$ cat src/rtl/m68k_reg_responder_pkg.sv
// Shared definitions for the 68000-style register bus responder.
package m68k_reg_responder_pkg;

  // Bus cycle progress, from strobe decode through DTACK release.
  typedef enum logic [2:0] {
    ST_IDLE,
    ST_STROBE,
    ST_ACCESS,
    ST_WAIT,
    ST_ACK,
    ST_RELEASE
  } state_t;

  // Value returned on the bus when the local register port never answers.
  localparam logic [15:0] READ_TIMEOUT_DATA = 16'hFFFF;

endpackage

$ cat src/rtl/m68k_reg_responder_sync.sv
// N-stage synchroniser for an asynchronous bus strobe into the CLK40 domain.
module m68k_sync #(
  parameter int   N       = 2,
  parameter logic RST_VAL = 1'b1
) (
  input  logic i_clk,
  input  logic i_rst,
  input  logic i_d,
  output logic o_q
);

  logic [N-1:0] r_sync;

  // Shift the raw strobe through the flop chain; reset to the negated level.
  always_ff @(posedge i_clk or posedge i_rst) begin
    if (i_rst) r_sync <= {N{RST_VAL}};
    else       r_sync <= {r_sync[N-2:0], i_d};
  end

  assign o_q = r_sync[N-1];

endmodule

$ cat src/rtl/m68k_reg_responder.sv
// Responder end of the 68000-style register bus: decodes strobes, runs the
// local register handshake and answers with nDTACK and read data.
module m68k_reg_responder
  import m68k_reg_responder_pkg::*;
#(
  parameter int ADDR_W      = 8,
  parameter int WAIT_STATES = 2,
  parameter int SYNC_STAGES = 2,
  parameter int TIMEOUT     = 64
) (
  input  logic              CLK40,
  input  logic              RESET,
  input  logic              nCS,
  input  logic              nAS,
  input  logic              nUDS,
  input  logic              nLDS,
  input  logic              RnW,
  input  logic [ADDR_W:1]   A,
  input  logic [15:0]       D_IN,
  output logic [15:0]       D_OUT,
  output logic              D_OE,
  output logic              nDTACK,
  output logic [ADDR_W-1:0] REG_ADDR,
  output logic [15:0]       REG_WDATA,
  output logic [1:0]        REG_BE,
  output logic              REG_RD,
  output logic              REG_WR,
  input  logic [15:0]       REG_RDATA,
  input  logic              REG_READY,
  output logic              ERR
);

  localparam int TW = $clog2(TIMEOUT + 1);
  localparam int WW = (WAIT_STATES > 0) ? $clog2(WAIT_STATES + 1) : 1;
  localparam logic [TW-1:0] TO_LAST = TW'(TIMEOUT - 1);
  localparam logic [WW-1:0] WS_LAST = WW'(WAIT_STATES - 1);

  logic w_as, w_uds, w_lds, w_cs;
  logic w_done;

  state_t            r_state,   n_state;
  logic              r_dtack_n, n_dtack_n;
  logic              r_oe,      n_oe;
  logic [15:0]       r_dout,    n_dout;
  logic              r_rd,      n_rd;
  logic              r_wr,      n_wr;
  logic [1:0]        r_be,      n_be;
  logic [ADDR_W-1:0] r_addr,    n_addr;
  logic [15:0]       r_wdata,   n_wdata;
  logic              r_rnw,     n_rnw;
  logic              r_err,     n_err;
  logic              r_abort,   n_abort;
  logic [TW-1:0]     r_tcnt,    n_tcnt;
  logic [WW-1:0]     r_wcnt,    n_wcnt;

  m68k_sync #(.N(SYNC_STAGES), .RST_VAL(1'b1)) u_sync_as  (.i_clk(CLK40), .i_rst(RESET), .i_d(nAS),  .o_q(w_as));
  m68k_sync #(.N(SYNC_STAGES), .RST_VAL(1'b1)) u_sync_uds (.i_clk(CLK40), .i_rst(RESET), .i_d(nUDS), .o_q(w_uds));
  m68k_sync #(.N(SYNC_STAGES), .RST_VAL(1'b1)) u_sync_lds (.i_clk(CLK40), .i_rst(RESET), .i_d(nLDS), .o_q(w_lds));
  m68k_sync #(.N(SYNC_STAGES), .RST_VAL(1'b1)) u_sync_cs  (.i_clk(CLK40), .i_rst(RESET), .i_d(nCS),  .o_q(w_cs));

  // Register the state and every bus/local-port output so nothing glitches.
  always_ff @(posedge CLK40 or posedge RESET) begin
    if (RESET) begin
      r_state   <= ST_IDLE;
      r_dtack_n <= 1'b1;
      r_oe      <= 1'b0;
      r_dout    <= '0;
      r_rd      <= 1'b0;
      r_wr      <= 1'b0;
      r_be      <= '0;
      r_addr    <= '0;
      r_wdata   <= '0;
      r_rnw     <= 1'b0;
      r_err     <= 1'b0;
      r_abort   <= 1'b0;
      r_tcnt    <= '0;
      r_wcnt    <= '0;
    end else begin
      r_state   <= n_state;
      r_dtack_n <= n_dtack_n;
      r_oe      <= n_oe;
      r_dout    <= n_dout;
      r_rd      <= n_rd;
      r_wr      <= n_wr;
      r_be      <= n_be;
      r_addr    <= n_addr;
      r_wdata   <= n_wdata;
      r_rnw     <= n_rnw;
      r_err     <= n_err;
      r_abort   <= n_abort;
      r_tcnt    <= n_tcnt;
      r_wcnt    <= n_wcnt;
    end
  end

  // Next-state and next-output decode for the bus cycle, from synced strobes only.
  always_comb begin
    n_state   = r_state;
    n_dtack_n = r_dtack_n;
    n_oe      = r_oe;
    n_dout    = r_dout;
    n_rd      = r_rd;
    n_wr      = r_wr;
    n_be      = r_be;
    n_addr    = r_addr;
    n_wdata   = r_wdata;
    n_rnw     = r_rnw;
    n_err     = 1'b0;
    n_abort   = r_abort;
    n_tcnt    = r_tcnt;
    n_wcnt    = r_wcnt;
    w_done    = 1'b0;

    case (r_state)
      ST_IDLE: begin
        if (!w_as && !w_cs) n_state = ST_STROBE;
      end

      ST_STROBE: begin
        if (w_as) begin
          n_state = ST_IDLE;
        end else if (!w_uds || !w_lds) begin
          // Write strobes lag nAS, so the cycle is latched on the first data strobe.
          n_addr  = A;
          n_rnw   = RnW;
          n_be    = {~w_uds, ~w_lds};
          n_wdata = D_IN;
          n_rd    = RnW;
          n_wr    = ~RnW;
          n_tcnt  = '0;
          n_abort = 1'b0;
          n_state = ST_ACCESS;
        end
      end

      ST_ACCESS: begin
        if (w_as) n_abort = 1'b1;
        if (REG_READY) begin
          n_rd   = 1'b0;
          n_wr   = 1'b0;
          if (r_rnw) n_dout = REG_RDATA;
          w_done = 1'b1;
        end else if (r_tcnt == TO_LAST) begin
          n_rd   = 1'b0;
          n_wr   = 1'b0;
          n_dout = READ_TIMEOUT_DATA;
          n_err  = 1'b1;
          w_done = 1'b1;
        end else begin
          n_tcnt = r_tcnt + TW'(1);
        end
        if (w_done) begin
          // A master that walked away gets no acknowledge, only a clean return to idle.
          if (r_abort || w_as) begin
            n_state = ST_IDLE;
          end else if (WAIT_STATES == 0) begin
            n_state   = ST_ACK;
            n_dtack_n = 1'b0;
            n_oe      = r_rnw;
          end else begin
            n_state = ST_WAIT;
            n_wcnt  = '0;
          end
        end
      end

      ST_WAIT: begin
        if (w_as) begin
          n_state = ST_IDLE;
        end else if (r_wcnt == WS_LAST) begin
          n_state   = ST_ACK;
          n_dtack_n = 1'b0;
          n_oe      = r_rnw;
        end else begin
          n_wcnt = r_wcnt + WW'(1);
        end
      end

      ST_ACK: begin
        if (w_as) begin
          n_state   = ST_RELEASE;
          n_dtack_n = 1'b1;
          n_oe      = 1'b0;
        end
      end

      ST_RELEASE: begin
        // Guaranteed dead cycle before a new strobe is honoured.
        n_state = ST_IDLE;
      end

      default: n_state = ST_IDLE;
    endcase
  end

  assign D_OUT     = r_dout;
  assign D_OE      = r_oe;
  assign nDTACK    = r_dtack_n;
  assign REG_ADDR  = r_addr;
  assign REG_WDATA = r_wdata;
  assign REG_BE    = r_be;
  assign REG_RD    = r_rd;
  assign REG_WR    = r_wr;
  assign ERR       = r_err;

endmodule

$ cat config.mk
export PLATFORM = sky130hd
export DESIGN_NAME = m68k_reg_responder
export DESIGN_NICKNAME = d
export VERILOG_FILES = /design/src/rtl/m68k_reg_responder_pkg.sv /design/src/rtl/m68k_reg_responder_sync.sv /design/src/rtl/m68k_reg_responder.sv
export SDC_FILE = /design/constraint.sdc
export NUM_CORES = 1
export LEC_CHECK = 0
export ABC_AREA = 1
export BUFFER_PORTS_ARGS = -buffer_cell sky130_fd_sc_hd__buf_2
export CORE_MARGIN = 1.5
export CORE_UTILIZATION = 50
export CTS_CLUSTER_DIAMETER = 60
export DETAILED_ROUTE_END_ITERATION = 10
export GPL_TIMING_DRIVEN = 0
export PLACE_DENSITY = 0.88
export REMOVE_ABC_BUFFERS = 1
export SETUP_SLACK_MARGIN = 0.05
export SYNTH_ARGS = -nofsm -noshare
export SYNTH_HDL_FRONTEND = slang
export SYNTH_SLANG_ARGS = --single-unit
$ cat constraint.sdc
create_clock -name CLK40 -period 2.6 [get_ports CLK40]
set_clock_uncertainty 0.05 [all_clocks]
set_input_delay 0 -clock CLK40 [delete_from_list [all_inputs] [get_ports CLK40]]
set_output_delay 0 -clock CLK40 [all_outputs]
set_load 0.03 [all_outputs]
==> results of run 1 <==
per-stage QoR:
step | power, mW | util | setup WS, ps | std cells
floorplan | 3.06 | - | 825 | 336
global placement | 3.58 | 0.617 | 66.4 | 502
detailed placement | 3.68 | 0.621 | 730 | 503
CTS | 4.47 | 0.732 | 704 | 565
global route | 4.84 | 0.732 | 446 | 565
finish | 4.61 | 0.732 | 624 | 565
flip-flops by register name (all words and copies together) (netlist names), 2 cells and up:
signal	cells
r_state	3
REG_WDATA	16
REG_ADDR	8
u_sync_uds.r_sync	2
r_wcnt	2
u_sync_cs.r_sync	2
r_tcnt	7
u_sync_as.r_sync	2
REG_BE	2
D_OUT	16
u_sync_lds.r_sync	2
cell type report:
type                            count  area share
Sequential cell                    69       0.426
Multi-Input combinational cell    247       0.261
Inverter                           20      0.0184
Clock buffer                       12      0.0331
Clock inverter                      4     0.00644
Timing Repair Buffer              141       0.233
Tap cell                           72      0.0221
how the worst max path moves through the flow:
| stage | startpoint | endpoint | slack [ps] | depth (start not counted) |
|---|---|---|---|---|
| after floorplan | RESET | D_OE | 830 | 1 |
| after global placement | RESET | r_wcnt[0] | 70 | 2 |
| after detailed placement | r_tcnt[0] | D_OUT[0] | 730 | 8 |
| after CTS | r_tcnt[0] | D_OUT[0] | 700 | 8 |
| after global routing | r_tcnt[0] | D_OUT[5] | 450 | 8 |
| final | r_tcnt[0] | D_OUT[1] | 620 | 8 |
timing repair:
item                                   4_1_cts  5_1_grt
endpoints found under the hold margin       81        0
hold buffers                                46        0
gates resized for setup                      0        0
cells by family (layout without fill, tap and decap cells):
logic type / Yosys count / in the layout / synth area share
fa+ha+maj: 2 / 2 / 0.00853
compound gates: 27 / 27 / 0.0465
buf+inv: 29 / 177 / 0.0443
simple gates: 218 / 218 / 0.308
flops: 69 / 69 / 0.592
cell usage in the layout, fill, tap and decap left out:
cell / n
dfstp_2: 9
nor2_2: 2
inv_1: 14
nand3_4: 1
nand2_2: 2
nand2_1: 159
inv_2: 5
nand3_1: 11
or2_0: 2
and2_1: 1
dlygate4sd3_1: 46
clkinv_2: 2
clkinvlp_4: 1
buf_2: 94
clkbuf_1: 3
nor2_8: 1
clkbuf_8: 9
a31oi_1: 1
clkinv_1: 1
nor3b_1: 2
dfrtp_1: 60
a21oi_1: 1
o21ai_0: 8
nor2_1: 32
nor2_4: 1
buf_12: 1
ha_1: 2
o21ai_1: 17
clkinv_4: 1
nand4_1: 4
worst reg2reg max path, cell delays in order, from the launching register on:
cell and delay, ps:
dfrtp_1 420, ha_1 220, nand3_1 160, nor2_1 200, nand2_1 70, nand2_1 100, nand2_2 330, nand2_1 200
o21ai_1 110
power by group:
part           internal [mW]  switching [mW]
clock                  0.346           0.410
combinational          0.578            1.49
sequential              1.49           0.291
total                   2.42            2.19
layer usage:
metal | vias to the layer above | global-route usage | wire (microns)
met5 | - | 0 | 0
met4 | 0 | 0.118 | 239
met3 | 31 | 0.0720 | 835
met2 | 204 | 0.498 | 4350
met1 | 1374 | 0.377 | 3390
li1 | 1356 | - | -
==> impl_metrics.py, run 1 <==
metrics = {
    "status": {
        "outcome": "completed",
    },
    "route": {
        "drtPass1Iterations": 5,
        "drc": 0,
        "wl_mm": 8.82,
        "wl_per_cell_microns": 15.6,
        "via_per_inst": 5.25,
        "ant_nets": 0,
        "drt_iter0_drc": 349,
        "vias": 2965,
    },
    "pwr": {
        "power_leakage_nw": 2.19,
        "vdd_drop_max_mv": 0.881,
        "power.density_mw_per_mm2": 1130,
    },
    "sta": {
        "slew_viol_final": 0,
        "rsz0062_at_grt": "no",
        "fin_crit_ps": 1980,
        "fin_hold_ws_ps": 172,
        "period_share": 0.760,
        "worstMarginPinSlew_ps": 739,
        "slew_headroom": 0.506,
        "hold_viol": 0,
        "fmax_mhz": 506,
        "finalSetupTns_ps": 0,
        "finalSetupViolCount": 0,
    },
    "finish": {
        "fin_area_sq_mm": 0.00408,
        "drive_gt1_frac": 0.262,
        "fillers": 340,
        "antenna_cells": 0,
        "seq_area_sq_mm": 0.00174,
        "fin_nets": 538,
        "area_delta_synth_final_pct": 39.1,
        "multiInputGateArea_sq_mm": 0.00107,
    },
    "synth": {
        "yosysMostFrequentCell": "nand2_1",
        "synthArstFlopShare": 1.00,
        "netlist_area_sq_mm": 0.00293,
        "synth_edf_count": 0,
        "synthTopCellsByCount": "159 x nand2_1, 60 x dfrtp_1, 32 x nor2_1",
        "synth_ff_type": "dfrtp_1",
        "ys_warn_count": 0,
        "synth_cells": 345,
        "synth.largest_area_cell": "dfrtp_1",
        "yosys.area.top_type_share": 0.512,
        "synth_seq_cells": 69,
        "postSynthAreaPerCell_sq_um": 8.50,
        "synth_cell_types": 25,
        "yosysSeqAreaShare": 0.592,
        "synth_area_leaders": "dfrtp_1 51%, nand2_1 20%, dfstp_2 8.1%",
    },
    "setup_path": {
        "cp_max_fo": 32,
        "r2r_end": "D_OUT[1]",
        "slowest_delay_ps": 420,
        "start_kind": "flip-flop",
        "r2r_slack_ps": 620,
        "crit_required_ps": 2770,
        "cp.buffers_inverters": 0,
        "worstPathArrival_ps": 2140,
        "reg2reg_depth": 8,
        "critPathTopFamily": "simple AND/OR/NAND/NOR gates",
        "path_common_cell": "nand2_1",
        "cp_cell_sequence": "ha_1, nand3_1, nor2_1, nand2_1, nand2_1, nand2_2, nand2_1, o21ai_1",
        "reg2reg_from": "r_tcnt[0]",
        "worstSetupPathType": "reg -> reg",
        "slowest_stage": "dfrtp_1",
        "critPathCaptureType": "flip-flop",
    },
    "hold_path": {
        "hold_path.class": "in -> reg",
        "holdPathStages": 6,
        "worstHoldStart": "REG_READY",
        "worstHoldEndpoint": "r_tcnt[6]",
    },
    "placed_design": {
        "place.gp.congestion": 0.834,
        "io_buffers": 94,
        "postPlaceCellArea_sq_mm": 0.00346,
        "dpl.hpwl_mm": 4.76,
    },
    "clock_tree": {
        "cts_sinks": 69,
        "cts.path.max_buffers": 2,
        "clockRootBuffer": "clkbuf_8",
        "ctsHtreeMaxLevel": 3,
        "clk_latency_ps": 340,
        "cts_tree": "built",
        "postCtsSetupBuffers": 0,
        "cts_buffers": 9,
        "cts.clk_slew.worst_paths_ps": 80,
    },
    "floorplan": {
        "die_area_sq_mm": 0.00634,
        "ioPinCount": 95,
        "core.rowCount": 27,
        "initial_core_util": 0.526,
        "fp.dieW_microns": 79.6,
        "fp.coreArea_sq_mm": 0.00557,
        "die_h_microns": 79.6,
    },
    "global_routing": {
        "grt_max_degree": 36,
        "grt_pass1_wl_mm": 14.2,
        "antenna_found_initial": 0,
        "grt_overflow": 0,
        "first_global_vias": 2963,
        "grt_usage": 0.300,
    },
    "run": {
        "cap_violations": 0,
    },
}
No activity file was read; power rests on OpenSTA's default activity.
==> run 2: changes to the inputs <==
==> constraint.sdc (replaced) <==
create_clock -name CLK40 -period 2 [get_ports CLK40]
set_clock_uncertainty 0.05 [all_clocks]
set_input_delay 0 -clock CLK40 [delete_from_list [all_inputs] [get_ports CLK40]]
set_output_delay 0 -clock CLK40 [all_outputs]
set_load 0.03 [all_outputs]
==> run 2 against run 1 <==
Net effect: non-clock buffer count unchanged; first-iteration DRC count up 3.7%; highest routed layer unchanged; sequential share of layout area down 0.17 points.
==> impl_metrics.py, run 2 (synthesis results as in run 1) <==
metrics = {
    "global_routing": {
        "antenna_found_initial": 0,
        "grt_overflow": 0,
        "grt_pass1_wl_mm": 14.2,
        "grt_max_degree": 36,
        "grt_usage": 0.300,
        "first_global_vias": 2963,
    },
    "setup_path": {
        "cp_max_fo": 7,
        "crit_required_ps": 2220,
        "worstPathArrival_ps": 2160,
        "start_kind": "flip-flop",
        "critPathCaptureType": "flip-flop",
        "worstSetupPathType": "reg -> reg",
    },
    "placed_design": {
        "dpl.hpwl_mm": 4.76,
        "numPlacedInstances": 503,
        "place.gp.congestion": 0.834,
        "postPlaceCellArea_sq_mm": 0.00346,
        "io_buffers": 94,
    },
    "finish": {
        "fillers": 336,
        "finalNonFillerCells": 565,
        "fin_area_sq_mm": 0.00410,
        "drive_gt1_frac": 0.262,
        "fin_nets": 538,
        "layout_common_cells": "159 x nand2_1, 94 x buf_2, 60 x dfrtp_1, 46 x dlygate4sd3_1, 32 x nor2_1",
        "area_delta_synth_final_pct": 39.7,
        "antenna_cells": 0,
        "layout_commonest_cell": "nand2_1",
    },
    "pwr": {
        "clkPwrFrac": 0.163,
        "p_comb_frac": 0.450,
        "p_seq_frac": 0.387,
        "p_sw_mw": 2.86,
        "p_int_mw": 3.15,
        "sw_frac_of_total": 0.476,
        "power_leakage_nw": 2.19,
        "power.density_mw_per_mm2": 1470,
        "vdd_drop_max_mv": 1.13,
        "power.total_mw": 6.01,
    },
    "sta": {
        "slew_viol_final": 0,
        "fmax_mhz": 516,
        "rsz0062_at_grt": "no",
        "fin_crit_ps": 1940,
        "hold_viol": 0,
        "slew_headroom": 0.511,
        "finalSetupTns_ps": 0,
        "fin_hold_ws_ps": 187,
        "period_share": 0.968,
        "finalSetupViolCount": 0,
        "worstMarginPinSlew_ps": 733,
    },
    "hold_path": {
        "hold_path.class": "in -> reg",
    },
    "floorplan": {
        "ioPinCount": 95,
        "fp.coreArea_sq_mm": 0.00557,
        "initial_core_util": 0.526,
        "die_area_sq_mm": 0.00634,
        "die_h_microns": 79.6,
        "core.rowCount": 27,
        "fp.dieW_microns": 79.6,
    },
    "route": {
        "ant_nets": 0,
        "wl_met2_mm": 4.44,
        "wl_met1_mm": 3.39,
        "wl_mm": 8.98,
        "highest_layer": "met4",
        "vias": 2999,
        "drtPass1Iterations": 5,
        "wl_per_cell_microns": 15.9,
        "drt_iter0_drc": 362,
        "wl_met3_microns": 854,
        "drc": 0,
        "via_per_inst": 5.31,
    },
    "clock_tree": {
        "cts.clk_slew.worst_paths_ps": 90,
        "clk_latency_ps": 340,
        "cts_sinks": 69,
        "ctsHtreeMaxLevel": 3,
        "cts_buffers": 9,
        "cts_tree": "built",
        "cts.path.max_buffers": 2,
        "clockRootBuffer": "clkbuf_8",
    },
    "run": {
        "cap_violations": 0,
    },
    "status": {
        "outcome": "completed",
    },
}
## run 2: cell counts in the layout (fill, tap and decap cells not counted)
No cell type changed its count.
## run 2: final cells by class
class,count,area [sq um],share of cell area
Sequential cell,69,1740,0.424
Tap cell,72,90.1,0.0220
Clock buffer,12,135,0.0330
Inverter,20,77.6,0.0189
Timing Repair Buffer,141,951,0.232
Clock inverter,4,26.3,0.00641
Multi-Input combinational cell,247,1080,0.264
## run 2: power by group through the flow
stage	Combinational (mW)	Clock, mW	Sequential, mW
floorplan	0.826	0	3.15
global placement	2.41	0	2.25
detailed placement	2.52	0	2.26
CTS	2.58	0.970	2.26
global route	2.91	1.04	2.36
finish	2.70	0.981	2.32
## run 2: critical path, cell delays in order (launching register included)
cell     delay [ps]
dfrtp_1         430
ha_1            240
nand3_1         160
nor2_1          190
nand2_1          70
nand2_1         200
inv_1            70
nand2_1         230
nand2_1         120
nand2_1         100
## run 2: what timing repair did
action                                  in CTS  in global routing
endpoints found under the hold margin       81                  0
hold buffers                                46                  0
buffers inserted                             0                  0
gates resized for setup                      0                  4
endpoints found under the setup margin       0                 20
## run 2: worst paths after layout
path,start,cells past startpoint,slack (ps),endpoint
setup / recovery,r_tcnt[0],9,60,r_tcnt[3]
hold / removal,REG_READY,4,190,D_OUT[10]
setup reg to reg,r_tcnt[0],9,60,r_tcnt[3]
hold reg to reg,u_sync_lds.r_sync[0],0,310,u_sync_lds.r_sync[1]
max in group asynchronous,RESET,4,910,u_sync_cs.r_sync[0]
min in group asynchronous,RESET,3,280,REG_WDATA[0]
## run 2: routing by layer
layer,GRT usage,up-vias
met5,0,-
met4,0.118,0
met3,0.0720,38
met2,0.498,219
met1,0.377,1384
li1,-,1358
## run 2: stage by stage
step	worst slack (ps)	utilization
detailed placement	130	0.621
global route	14.3	0.735
CTS	104	0.732
finish	63.4	0.735
global placement	-534	0.617
floorplan	225	-
